**src/rtl/aes_v2_mix_size_pkg.sv**
```systemverilog
// ---------------------------------------------------------------------------
// aes_v2_mix_size_pkg
// Shared definitions for the size-optimised AES MixColumns/InvMixColumns unit:
//   AES_POLY     - reduction constant of GF(2^8) modulo x^8+x^4+x^3+x+1
//   mix_state_t  - byte-serial sequencer state (S0..S3 = output byte index)
//   xtime()      - multiply-by-2 in GF(2^8), the only arithmetic primitive
// ---------------------------------------------------------------------------
package aes_v2_mix_size_pkg;

    localparam logic [7:0] AES_POLY = 8'h1B;

    typedef enum logic [1:0] {
        S0 = 2'd0,
        S1 = 2'd1,
        S2 = 2'd2,
        S3 = 2'd3
    } mix_state_t;

    function automatic logic [7:0] xtime(input logic [7:0] x);
        return {x[6:0], 1'b0} ^ (x[7] ? AES_POLY : 8'h00);
    endfunction

endpackage

```
**src/rtl/aes_v2_mix_size_if.sv**
```systemverilog
// ---------------------------------------------------------------------------
// aes_v2_mix_size_if
// Request/response bundle of the mix unit.
//   valid : request held high with stable operands until ready
//   rs1   : input column, byte 0 in bits 7:0
//   enc   : 1 = MixColumns, 0 = InvMixColumns
//   ready : rd carries the result this cycle
//   rd    : result column, byte 0 in bits 7:0
// master = issuing side, slave = mix unit.
// ---------------------------------------------------------------------------
interface aes_v2_mix_size_if;
    logic        valid;
    logic [31:0] rs1;
    logic        enc;
    logic        ready;
    logic [31:0] rd;

    modport master (output valid, rs1, enc, input ready, rd);
    modport slave  (input valid, rs1, enc, output ready, rd);
endinterface

```
**src/rtl/aes_v2_mix_size_mix_byte.sv**
```systemverilog
// ---------------------------------------------------------------------------
// aes_mix_byte
// Combinational single-byte column mix. Produces byte b0 of a column from
// a0..a3 (a0 is the byte at the output position, a1..a3 follow it).
//   a0_i..a3_i : input column bytes
//   enc_i      : 1 = forward (02,03,01,01), 0 = inverse (0E,0B,0D,09)
//   b0_o       : mixed byte
// One xtime chain (x2, x4, x8 per byte) serves both directions.
// ---------------------------------------------------------------------------
module aes_mix_byte
    import aes_v2_mix_size_pkg::*;
(
    input  logic [7:0] a0_i,
    input  logic [7:0] a1_i,
    input  logic [7:0] a2_i,
    input  logic [7:0] a3_i,
    input  logic       enc_i,
    output logic [7:0] b0_o
);

    logic [7:0] a  [4];
    logic [7:0] x2 [4];
    logic [7:0] x4 [4];
    logic [7:0] x8 [4];
    logic [7:0] fwd;
    logic [7:0] inv;

    assign a[0] = a0_i;
    assign a[1] = a1_i;
    assign a[2] = a2_i;
    assign a[3] = a3_i;

    for (genvar i = 0; i < 4; i++) begin : gen_chain
        assign x2[i] = xtime(a[i]);
        assign x4[i] = xtime(x2[i]);
        assign x8[i] = xtime(x4[i]);
    end

    // 02.a0 ^ 03.a1 ^ a2 ^ a3
    assign fwd = x2[0] ^ x2[1] ^ a[1] ^ a[2] ^ a[3];
    // 0E = 8+4+2, 0B = 8+2+1, 0D = 8+4+1, 09 = 8+1
    assign inv = (x8[0] ^ x4[0] ^ x2[0])
               ^ (x8[1] ^ x2[1] ^ a[1])
               ^ (x8[2] ^ x4[2] ^ a[2])
               ^ (x8[3] ^ a[3]);

    assign b0_o = enc_i ? fwd : inv;

endmodule

```
**src/rtl/aes_v2_mix_size.sv**
```systemverilog
// ---------------------------------------------------------------------------
// aes_v2_mix_size
// AES MixColumns / InvMixColumns on one state column.
//   g_clk    : clock, rising edge
//   g_resetn : asynchronous active-low reset
//   bus      : slave side of aes_v2_mix_size_if (valid/rs1/enc in, ready/rd out)
// FAST=0: one byte datapath, one output byte per cycle, ready on the 4th
//         cycle of a held valid. FAST=1: four datapaths, ready = valid.
// ---------------------------------------------------------------------------
module aes_v2_mix_size
    import aes_v2_mix_size_pkg::*;
#(
    parameter bit FAST = 1'b0
) (
    input  logic                 g_clk,
    input  logic                 g_resetn,
    aes_v2_mix_size_if.slave     bus
);

    // Valid is masked by reset so nothing reports ready, and the datapath
    // input is zeroed while idle so it does not toggle.
    logic        vld_m;
    logic [31:0] col_m;

    assign vld_m = bus.valid & g_resetn;
    assign col_m = vld_m ? bus.rs1 : 32'h0;

    if (FAST == 1'b0) begin : gen_slow
        mix_state_t  fsm_q, fsm_d;
        logic [7:0]  b0_q, b1_q, b2_q;
        logic [31:0] col_rot;
        logic [7:0]  mix_out;

        // State Sk feeds the column rotated right by k bytes, giving b_k.
        always_comb begin
            col_rot = col_m;
            case (fsm_q)
                S0:      col_rot = col_m;
                S1:      col_rot = {col_m[7:0],  col_m[31:8]};
                S2:      col_rot = {col_m[15:0], col_m[31:16]};
                default: col_rot = {col_m[23:0], col_m[31:24]};
            endcase
        end

        aes_mix_byte u_mix (
            .a0_i  (col_rot[7:0]),
            .a1_i  (col_rot[15:8]),
            .a2_i  (col_rot[23:16]),
            .a3_i  (col_rot[31:24]),
            .enc_i (bus.enc),
            .b0_o  (mix_out)
        );

        // Dropping valid in any state aborts back to S0.
        always_comb begin
            fsm_d = S0;
            if (vld_m) begin
                case (fsm_q)
                    S0:      fsm_d = S1;
                    S1:      fsm_d = S2;
                    S2:      fsm_d = S3;
                    default: fsm_d = S0;
                endcase
            end
        end

        always_ff @(posedge g_clk or negedge g_resetn) begin
            if (!g_resetn) begin
                fsm_q <= S0;
                b0_q  <= 8'h00;
                b1_q  <= 8'h00;
                b2_q  <= 8'h00;
            end else begin
                fsm_q <= fsm_d;
                if (vld_m) begin
                    case (fsm_q)
                        S0:      b0_q <= mix_out;
                        S1:      b1_q <= mix_out;
                        S2:      b2_q <= mix_out;
                        default: ;
                    endcase
                end
            end
        end

        assign bus.ready = vld_m && (fsm_q == S3);
        assign bus.rd    = {mix_out, b2_q, b1_q, b0_q};
    end else begin : gen_fast
        for (genvar k = 0; k < 4; k++) begin : gen_lane
            aes_mix_byte u_mix (
                .a0_i  (col_m[8*k +: 8]),
                .a1_i  (col_m[8*((k+1)%4) +: 8]),
                .a2_i  (col_m[8*((k+2)%4) +: 8]),
                .a3_i  (col_m[8*((k+3)%4) +: 8]),
                .enc_i (bus.enc),
                .b0_o  (bus.rd[8*k +: 8])
            );
        end

        assign bus.ready = vld_m;
    end

endmodule

```
**src/flat_wrapper.sv**
```systemverilog
// flat-port wrapper written by rule: the top's interface ports become plain ports
module aes_v2_mix_size_flat import aes_v2_mix_size_pkg::*;
#(
    parameter bit FAST = 1'b0
)
  (g_clk, g_resetn, bus_valid, bus_rs1, bus_enc, bus_ready, bus_rd);
  aes_v2_mix_size_if bus_i ();
  input  logic g_clk;
  input  logic g_resetn;
  input wire logic [$bits(bus_i.valid)-1:0] bus_valid;
  input wire logic [$bits(bus_i.rs1)-1:0] bus_rs1;
  input wire logic [$bits(bus_i.enc)-1:0] bus_enc;
  output wire logic [$bits(bus_i.ready)-1:0] bus_ready;
  output wire logic [$bits(bus_i.rd)-1:0] bus_rd;
  assign bus_i.valid = bus_valid;
  assign bus_i.rs1 = bus_rs1;
  assign bus_i.enc = bus_enc;
  assign bus_ready = bus_i.ready;
  assign bus_rd = bus_i.rd;
  aes_v2_mix_size #(.FAST(FAST)) u_core (.g_clk(g_clk), .g_resetn(g_resetn), .bus(bus_i));
endmodule
```
**config.mk**
```make
export PLATFORM = sky130hd
export DESIGN_NAME = aes_v2_mix_size_flat
export DESIGN_NICKNAME = d
export VERILOG_FILES = /design/src/rtl/aes_v2_mix_size_pkg.sv /design/src/rtl/aes_v2_mix_size_if.sv /design/src/rtl/aes_v2_mix_size_mix_byte.sv /design/src/rtl/aes_v2_mix_size.sv /design/src/flat_wrapper.sv
export SDC_FILE = /design/constraint.sdc
export NUM_CORES = 1
export LEC_CHECK = 0
export CORE_MARGIN = 4
export CORE_UTILIZATION = 45
export DETAILED_ROUTE_END_ITERATION = 12
export DONT_BUFFER_PORTS = 1
export SLEW_MARGIN = 10
export SYNTH_ARGS = -nofsm -noshare
export SYNTH_HDL_FRONTEND = slang
export SYNTH_HIERARCHICAL = 1
export SYNTH_SLANG_ARGS = --single-unit
```
**constraint.sdc**
```tcl
create_clock -name g_clk -period 7.8 [get_ports g_clk]
set_input_delay 0.78 -clock g_clk [delete_from_list [all_inputs] [get_ports g_clk]]
set_output_delay 0.78 -clock g_clk [all_outputs]
set_load 0.005 [all_outputs]
```
==> results.md, run 1 <==
• **part of the power in the clock network** 0.162
• **post-CTS clock slew at the launch and capture registers of the worst setup and hold paths** 0.09 ns
• **slowest stage cell on the critical path** buf_4
• **leading register cell type out of synthesis** dfrtp_1
• **global-route wire length before repair** 11700 um
• **Antenna Nets Post-Route** 0
• **clk_lat worst skew** 0.26 ns
• **number of antenna violations at the first check in global routing** 0
• **upper clock frequency limit** 216 MHz
• **post-cts hold buffer count** 0
• **Final setup violation count** 0
• **mean post-synth cell area** 10.5 sq um
• **Lkg Pwr** 1.34 nW
• **relative contribution of combinational cells to total power** 0.476
• **crit path max fanout** 64
• **global placement routability congestion** 0.800
• **critical path launch point** u_core/gen_slow.fsm_q[0]
• **family with the most delay on the worst path** XOR/XNOR gates
• **WP buf/inv** 1
• **Synth async-reset ratio** 1.00
• **clk root buf** clkbuf_8
• **H-tree Lvls** 1
• **die width** 91.3 um
• **element type at the critical path end** primary output
• **Worst R2R Start** u_core/gen_slow.fsm_q[0]
• **aggregate negative setup slack** 0 ns
• **Pins Over Slew Limit** 0
• **post-synth cell types** 27
• **final antenna diode count** 0
• **global router's overall resource usage** 0.169
• **# Max-Cap Violations** 0
• **maximum single-stage delay on the critical path** 0.60 ns
• **cts bufs inserted** 3
• **critical path data arrival time** 3.86 ns
• **die area** 8330 sq um
• **flop and latch count out of synthesis** 26
• **share of power burned in registers** 0.363
• **power per standard cell area** 214 nW/um^2
• **proportion of layout cells with a drive suffix above 1** 0.275
• **vias** 2194
• **outcome** completed
• **half-perimeter wire length after placement** 5260 um
• **largest net degree at the start of global routing** 65
• **syn_nets** 339
• **number of DRC violations after detailed routing** 0
• **unrepaired setup endpoints after global routing** no
• **cell count after synthesis** 298
• **final critical path time including I/O delays and setup** 4.64 ns
• **series of cell instances along the critical path** ha_2 -> buf_4 -> a21oi_1 -> a221oi_2 -> xnor3_2 -> xor3_2 -> xnor2_2 -> xnor2_1 -> o21ai_2 -> xor2_1
• **worst hold-check path type** primary input to async pin
• **sequential share of the synthesized area** 0.209
• **via density per instance** 6.09
• **effective utilization at floorplan** 0.462
• **switching portion of total power** 0.350
• **maximum buffer depth of the clock tree** 2
• **required time at the worst-slack endpoint** 7.02 ns
• **Max transition margin** 0.374
• **count of fill cells added during filler insertion** 648
• **Remaining Overflow, GRT** 0
• **overall power of the completed layout** 0.671 mW
• **worst clock skew** 0.00784 ns
• **count of warnings emitted by yosys** 6
• **transition time at the pin with the least slew margin** 0.936 ns
• **detailed-route wire length** 7020 um
• **count of input and output buffers** 0
• **area of the core** 6760 sq um
• **Detailed Route Iter0 Violations** 97
• **count of flip-flops with a built-in enable after synthesis** 0
• **clock tree from TritonCTS** yes
• **number of iterations in the first detailed-routing pass** 4
• **summed instance area of the synthesized netlist** 3120 sq um
• **sw power** 0.235 mW
• **number of clock sinks seen by CTS** 26
• **minimum hold slack** 0.197 ns
• **average wire per cell in the routed design** 19.5 um
• **Post-CTS Setup Bufs** 0
• **Rows** 30
• **Internal** 0.436 mW
• **fin crit share** 0.595
• **category of the most critical setup path** flop to primary output
• **Syn-to-layout area delta** 0.441%
• **count of pins on the block boundary** 69
• **cts repair resizes** 0
• **vias in the first global route** 2277
• **Final #Nets** 322
• **total count of hold-check failures in the final report** 0
• **CP Launch Type** flop
• **IR Drop Worst-Case VDD** 0.0000989 V
• **Die Height** 91.3 um
worst paths after layout:
check / endpoint / slack, ns / cells after the start
max: bus_rd[28] / 3.16 / 10
min: u_core/gen_slow.b1_q[0] / 0.20 / 0
max reg2reg: u_core/gen_slow.b2_q[4] / 3.92 / 11
min reg2reg: u_core/gen_slow.b0_q[0] / 0.54 / 1
max in group asynchronous: u_core/gen_slow.fsm_q[0] / 7.52 / 0
min in group g_clk: u_core/gen_slow.b0_q[0] / 0.54 / 1
metrics by stage:
| stage | setup slack (ns) | cells | util | area [sq um] |
|---|---|---|---|---|
| 4_1_cts | 3.19 | 360 | 0.464 | 3130 |
| 6_report | 3.16 | 360 | 0.464 | 3130 |
| 3_3_place_gp | 3.49 | 356 | 0.453 | 3060 |
| 3_5_place_dp | 3.42 | 356 | 0.453 | 3060 |
| 5_1_grt | 2.88 | 360 | 0.464 | 3130 |
| 2_1_floorplan | 3.95 | 298 | - | 3120 |
synth_stat cells (3+ instances only):
| master | n | share of area |
|---|---|---|
| buf_4 | 15 | 0.036 |
| nand2_1 | 5 | 0.0060 |
| mux2_4 | 24 | 0.12 |
| a221oi_2 | 32 | 0.15 |
| inv_1 | 34 | 0.041 |
| ha_1 | 5 | 0.020 |
| dfrtp_1 | 26 | 0.21 |
| xnor2_1 | 45 | 0.13 |
| a22oi_1 | 32 | 0.077 |
| nor2_1 | 4 | 0.0048 |
| a21oi_1 | 32 | 0.051 |
| nand3_4 | 3 | 0.017 |
| xor2_1 | 15 | 0.042 |
| buf_6 | 4 | 0.014 |
| buf_2 | 5 | 0.0080 |
sequential cells by signal (all words and copies together) (netlist names):
| signal | count |
|---|---|
| u_core/gen_slow.fsm_q | 2 |
| u_core/gen_slow.b0_q | 8 |
| u_core/gen_slow.b1_q | 8 |
| u_core/gen_slow.b2_q | 8 |
power by group through the flow:
stage | sequential [mW] | combinational, mW | clock, mW
after floorplan | 0.231 | 0.286 | 0
after global placement | 0.248 | 0.315 | 0
after detailed placement | 0.249 | 0.321 | 0
after CTS | 0.246 | 0.322 | 0.110
after global routing | 0.251 | 0.349 | 0.117
final | 0.244 | 0.319 | 0.109
cell type report:
class                   instances  area [sq um]  area share
flip-flops and latches         26           651       0.208
well taps                      80           100      0.0319
inverters                      34           128      0.0407
repair buffers                  4          30.0     0.00958
clock buffers                   3          41.3      0.0132
multi-input cells             212          2150       0.687
clock inverters                 1          30.0     0.00958
cells in the final DEF, fill, tap and decap left out, drive strengths merged:
| cell type | instances |
|---|---|
| a21oi | 32 |
| xor2 | 15 |
| xnor2 | 47 |
| o21ai | 4 |
| buf | 4 |
| a22oi | 32 |
| nand3 | 3 |
| xnor3 | 5 |
| inv | 34 |
| and3 | 2 |
| dfrtp | 26 |
| mux2 | 24 |
| bufinv | 1 |
| nand2 | 6 |
| nor2 | 4 |
| clkbuf | 3 |
| xor3 | 1 |
| ha | 5 |
| a221oi | 32 |
metal layers:
metal,vias to the layer above,global-route usage,part of all wire
met5,-,0,0
met4,0,0.0276,0.0041
met3,2,0.0398,0.063
met2,70,0.304,0.50
met1,1085,0.208,0.43
li1,1037,-,-
cell families (layout without fill, tap and decap cells):
family,after synthesis,after routing,share of synthesized area
AOI/OAI and AO/OA,100,100,0.291
xor gates and xnor gates,68,68,0.229
buffers and inverters,60,42,0.102
DFF,26,26,0.208
muxes,24,24,0.115
and+or+nand+nor,15,15,0.0337
adders and majority gates,5,5,0.0200
No activity file was read; power rests on OpenSTA's default activity.
==> run 2: changes to the inputs <==
- clock period: 7.8 -> 3.8 ns (I/O delays scaled with it)
==> results.md, run 2 (synthesis gave the netlist of run 1 again) <==
• **global placement routability congestion** 0.841, was 0.800
• **die area** 8330 sq um, unchanged
• **overall power of the completed layout** 1.43 mW, was 0.671 mW
• **proportion of layout cells with a drive suffix above 1** 0.316, was 0.275
• **final antenna diode count** 0, unchanged
• **WP buf/inv** 1, unchanged
• **worst clock skew** 0.00143 ns, was 0.00784 ns
• **total count of hold-check failures in the final report** 0, unchanged
• **fin crit share** 0.949
• **Die Height** 91.3 um, unchanged
• **Min-Delay Path Depth** 1
• **vias in the first global route** 2362, was 2277
• **Worst R2R Start** u_core/gen_slow.fsm_q[0], unchanged
• **number of cells on the worst reg-to-reg path** 11, unchanged
• **outcome** completed, unchanged
• **detailed-route wire length** 7530 um, was 7020 um
• **number of antenna violations at the first check in global routing** 0, unchanged
• **post-CTS clock slew at the launch and capture registers of the worst setup and hold paths** 0.09 ns, about the same
• **Final #Nets** 333, was 322
• **required time at the worst-slack endpoint** 3.42 ns, was 7.02 ns
• **Largest regs** u_core/gen_slow.b0_q: 8 flops, u_core/gen_slow.b1_q: 8 flops, u_core/gen_slow.b2_q: 8 flops, unchanged
• **largest net degree at the start of global routing** 29, was 65
• **clock tree from TritonCTS** yes, unchanged
• **dpl cells** 364, was 356
• **worst reg-to-reg setup slack** 0.54 ns, was 3.92 ns
• **number of iterations in the first detailed-routing pass** 4, unchanged
• **crit path max fanout** 4, was 64
• **minimum hold slack** 0.261 ns, was 0.197 ns
• **placed cell areas** 3140 sq um, was 3060 sq um
• **hold wc startpoint** g_resetn
• **H-tree Lvls** 1, unchanged
• **Max transition margin** 0.656, was 0.374
• **unrepaired setup endpoints after global routing** no, unchanged
• **final critical path time including I/O delays and setup** 3.61 ns
• **upper clock frequency limit** 277 MHz
• **Detailed Route Iter0 Violations** 111, was 97
• **Final setup violation count** 0, unchanged
• **most common library cell in the layout ignoring fill and taps** xnor2_1, unchanged
• **half-perimeter wire length after placement** 5630 um, was 5260 um
• **power per standard cell area** 430 nW/um^2, was 214 nW/um^2
• **effective utilization at floorplan** 0.462, unchanged
• **element type at the critical path end** primary output, unchanged
• **maximum buffer depth of the clock tree** 2, unchanged
• **most used cells in the layout excluding fill and tap cells** xnor2_1, inv_1, a22oi_1, a21oi_1, a221oi_2, unchanged
• **die width** 91.3 um, unchanged
• **final cell area excluding filler cells** 3320 sq um, was 3130 sq um
• **category of the most critical setup path** flop to primary output, unchanged
• **Reg-to-Reg End** u_core/gen_slow.b1_q[4], was u_core/gen_slow.b2_q[4]
• **count of input and output buffers** 0, unchanged
• **IR Drop Worst-Case VDD** 0.000166 V, was 0.0000989 V
• **global-route wire length before repair** 12600 um, was 11700 um
• **Storage cell area** 651 sq um, unchanged
• **slowest stage cell on the critical path** xnor3_2, was buf_4
• **Endpoint, Worst Hold** u_core/gen_slow.fsm_q[1]
• **vias** 2202, was 2194
• **clk_lat worst skew** 0.27 ns, was 0.26 ns
• **Antenna Nets Post-Route** 0, unchanged
• **Remaining Overflow, GRT** 0, unchanged
• **average wire per cell in the routed design** 20.3 um, was 19.5 um
• **Pins Over Slew Limit** 0, unchanged
• **maximum single-stage delay on the critical path** 0.55 ns, was 0.60 ns
• **Syn-to-layout area delta** 6.38%, was 0.441%
• **Finished Layout Cells** 371, was 360
• **number of clock sinks seen by CTS** 26, unchanged
• **series of cell instances along the critical path** inv_1 -> ha_1 -> a22oi_1 -> a221oi_2 -> xnor3_2 -> xor3_2 -> xnor2_2 -> xnor2_1 -> o21ai_2 -> xor2_2, was ha_2 -> buf_4 -> a21oi_1 -> a221oi_2 -> xnor3_2 -> xor3_2 -> xnor2_2 -> xnor2_1 -> o21ai_2 -> xor2_1
• **transition time at the pin with the least slew margin** 0.512 ns, was 0.936 ns
• **global router's overall resource usage** 0.184, was 0.169
• **final core utilization** 0.491, was 0.464
• **Lkg Pwr** 1.42 nW, was 1.34 nW
• **cts bufs inserted** 3, unchanged
• **post-route setup slack** 0.194 ns, was 3.16 ns
• **area of the core** 6760 sq um, unchanged
• **number of DRC violations after detailed routing** 0, unchanged
• **CP Launch Type** flop, unchanged
• **aggregate negative setup slack** 0 ns, unchanged
• **family with the most delay on the worst path** XOR/XNOR gates, unchanged
• **count of fill cells added during filler insertion** 630, was 648
• **worst hold-check path type** primary input to flop, was primary input to async pin
• **Rows** 30, unchanged
• **clk root buf** clkbuf_8, unchanged
• **count of pins on the block boundary** 69, unchanged
• **worst slack at placement** 0.353 ns, was 3.42 ns
• **critical path data arrival time** 3.23 ns, was 3.86 ns
• **area occupied by multi-input gates** 2230 sq um, was 2150 sq um
• **# Max-Cap Violations** 0, unchanged
• **via density per instance** 5.94, was 6.09
## run 2: layer usage
metal	global-route usage	vias up	share of wire
met5	0	-	0
met4	0.0327	0	0.0053
met1	0.243	1075	0.44
met2	0.311	67	0.48
met3	0.0406	4	0.071
li1	-	1056	-
## run 2: worst max path at each step
| stage | from | to | slack, ns | depth (start not counted) |
|---|---|---|---|---|
| global route | u_core/gen_slow.fsm_q[1] | bus_rd[28] | 0.002 | 11 |
| finish | u_core/gen_slow.fsm_q[0] | bus_rd[28] | 0.19 | 10 |
| floorplan | u_core/gen_slow.fsm_q[0] | bus_rd[28] | 0.52 | 12 |
| CTS | u_core/gen_slow.fsm_q[0] | bus_rd[28] | 0.02 | 10 |
| global placement | u_core/gen_slow.fsm_q[0] | bus_rd[28] | 0.41 | 10 |
| detailed placement | u_core/gen_slow.fsm_q[0] | bus_rd[28] | 0.35 | 10 |
## run 2: repair_timing
action,4_1_cts,5_1_grt
endpoints found under the hold margin,26,0
hold buffers,2,0
resized for setup,0,10
endpoints found under the setup margin,0,4
buffers inserted,0,1
## run 2: cell type report
type,instances,share of cell area
well taps,80,0.0302
clock inverters,1,0.00905
clock buffers,3,0.0124
repair buffers,15,0.0433
flip-flops and latches,26,0.196
multi-input cells,212,0.671
inverters,34,0.0384
## run 2: power by group
part           switching (mW)  leakage [nW]  internal, mW
Clock                  0.0878        0.0357         0.141
Combinational           0.321          1.06         0.379
Sequential              0.101         0.326         0.398
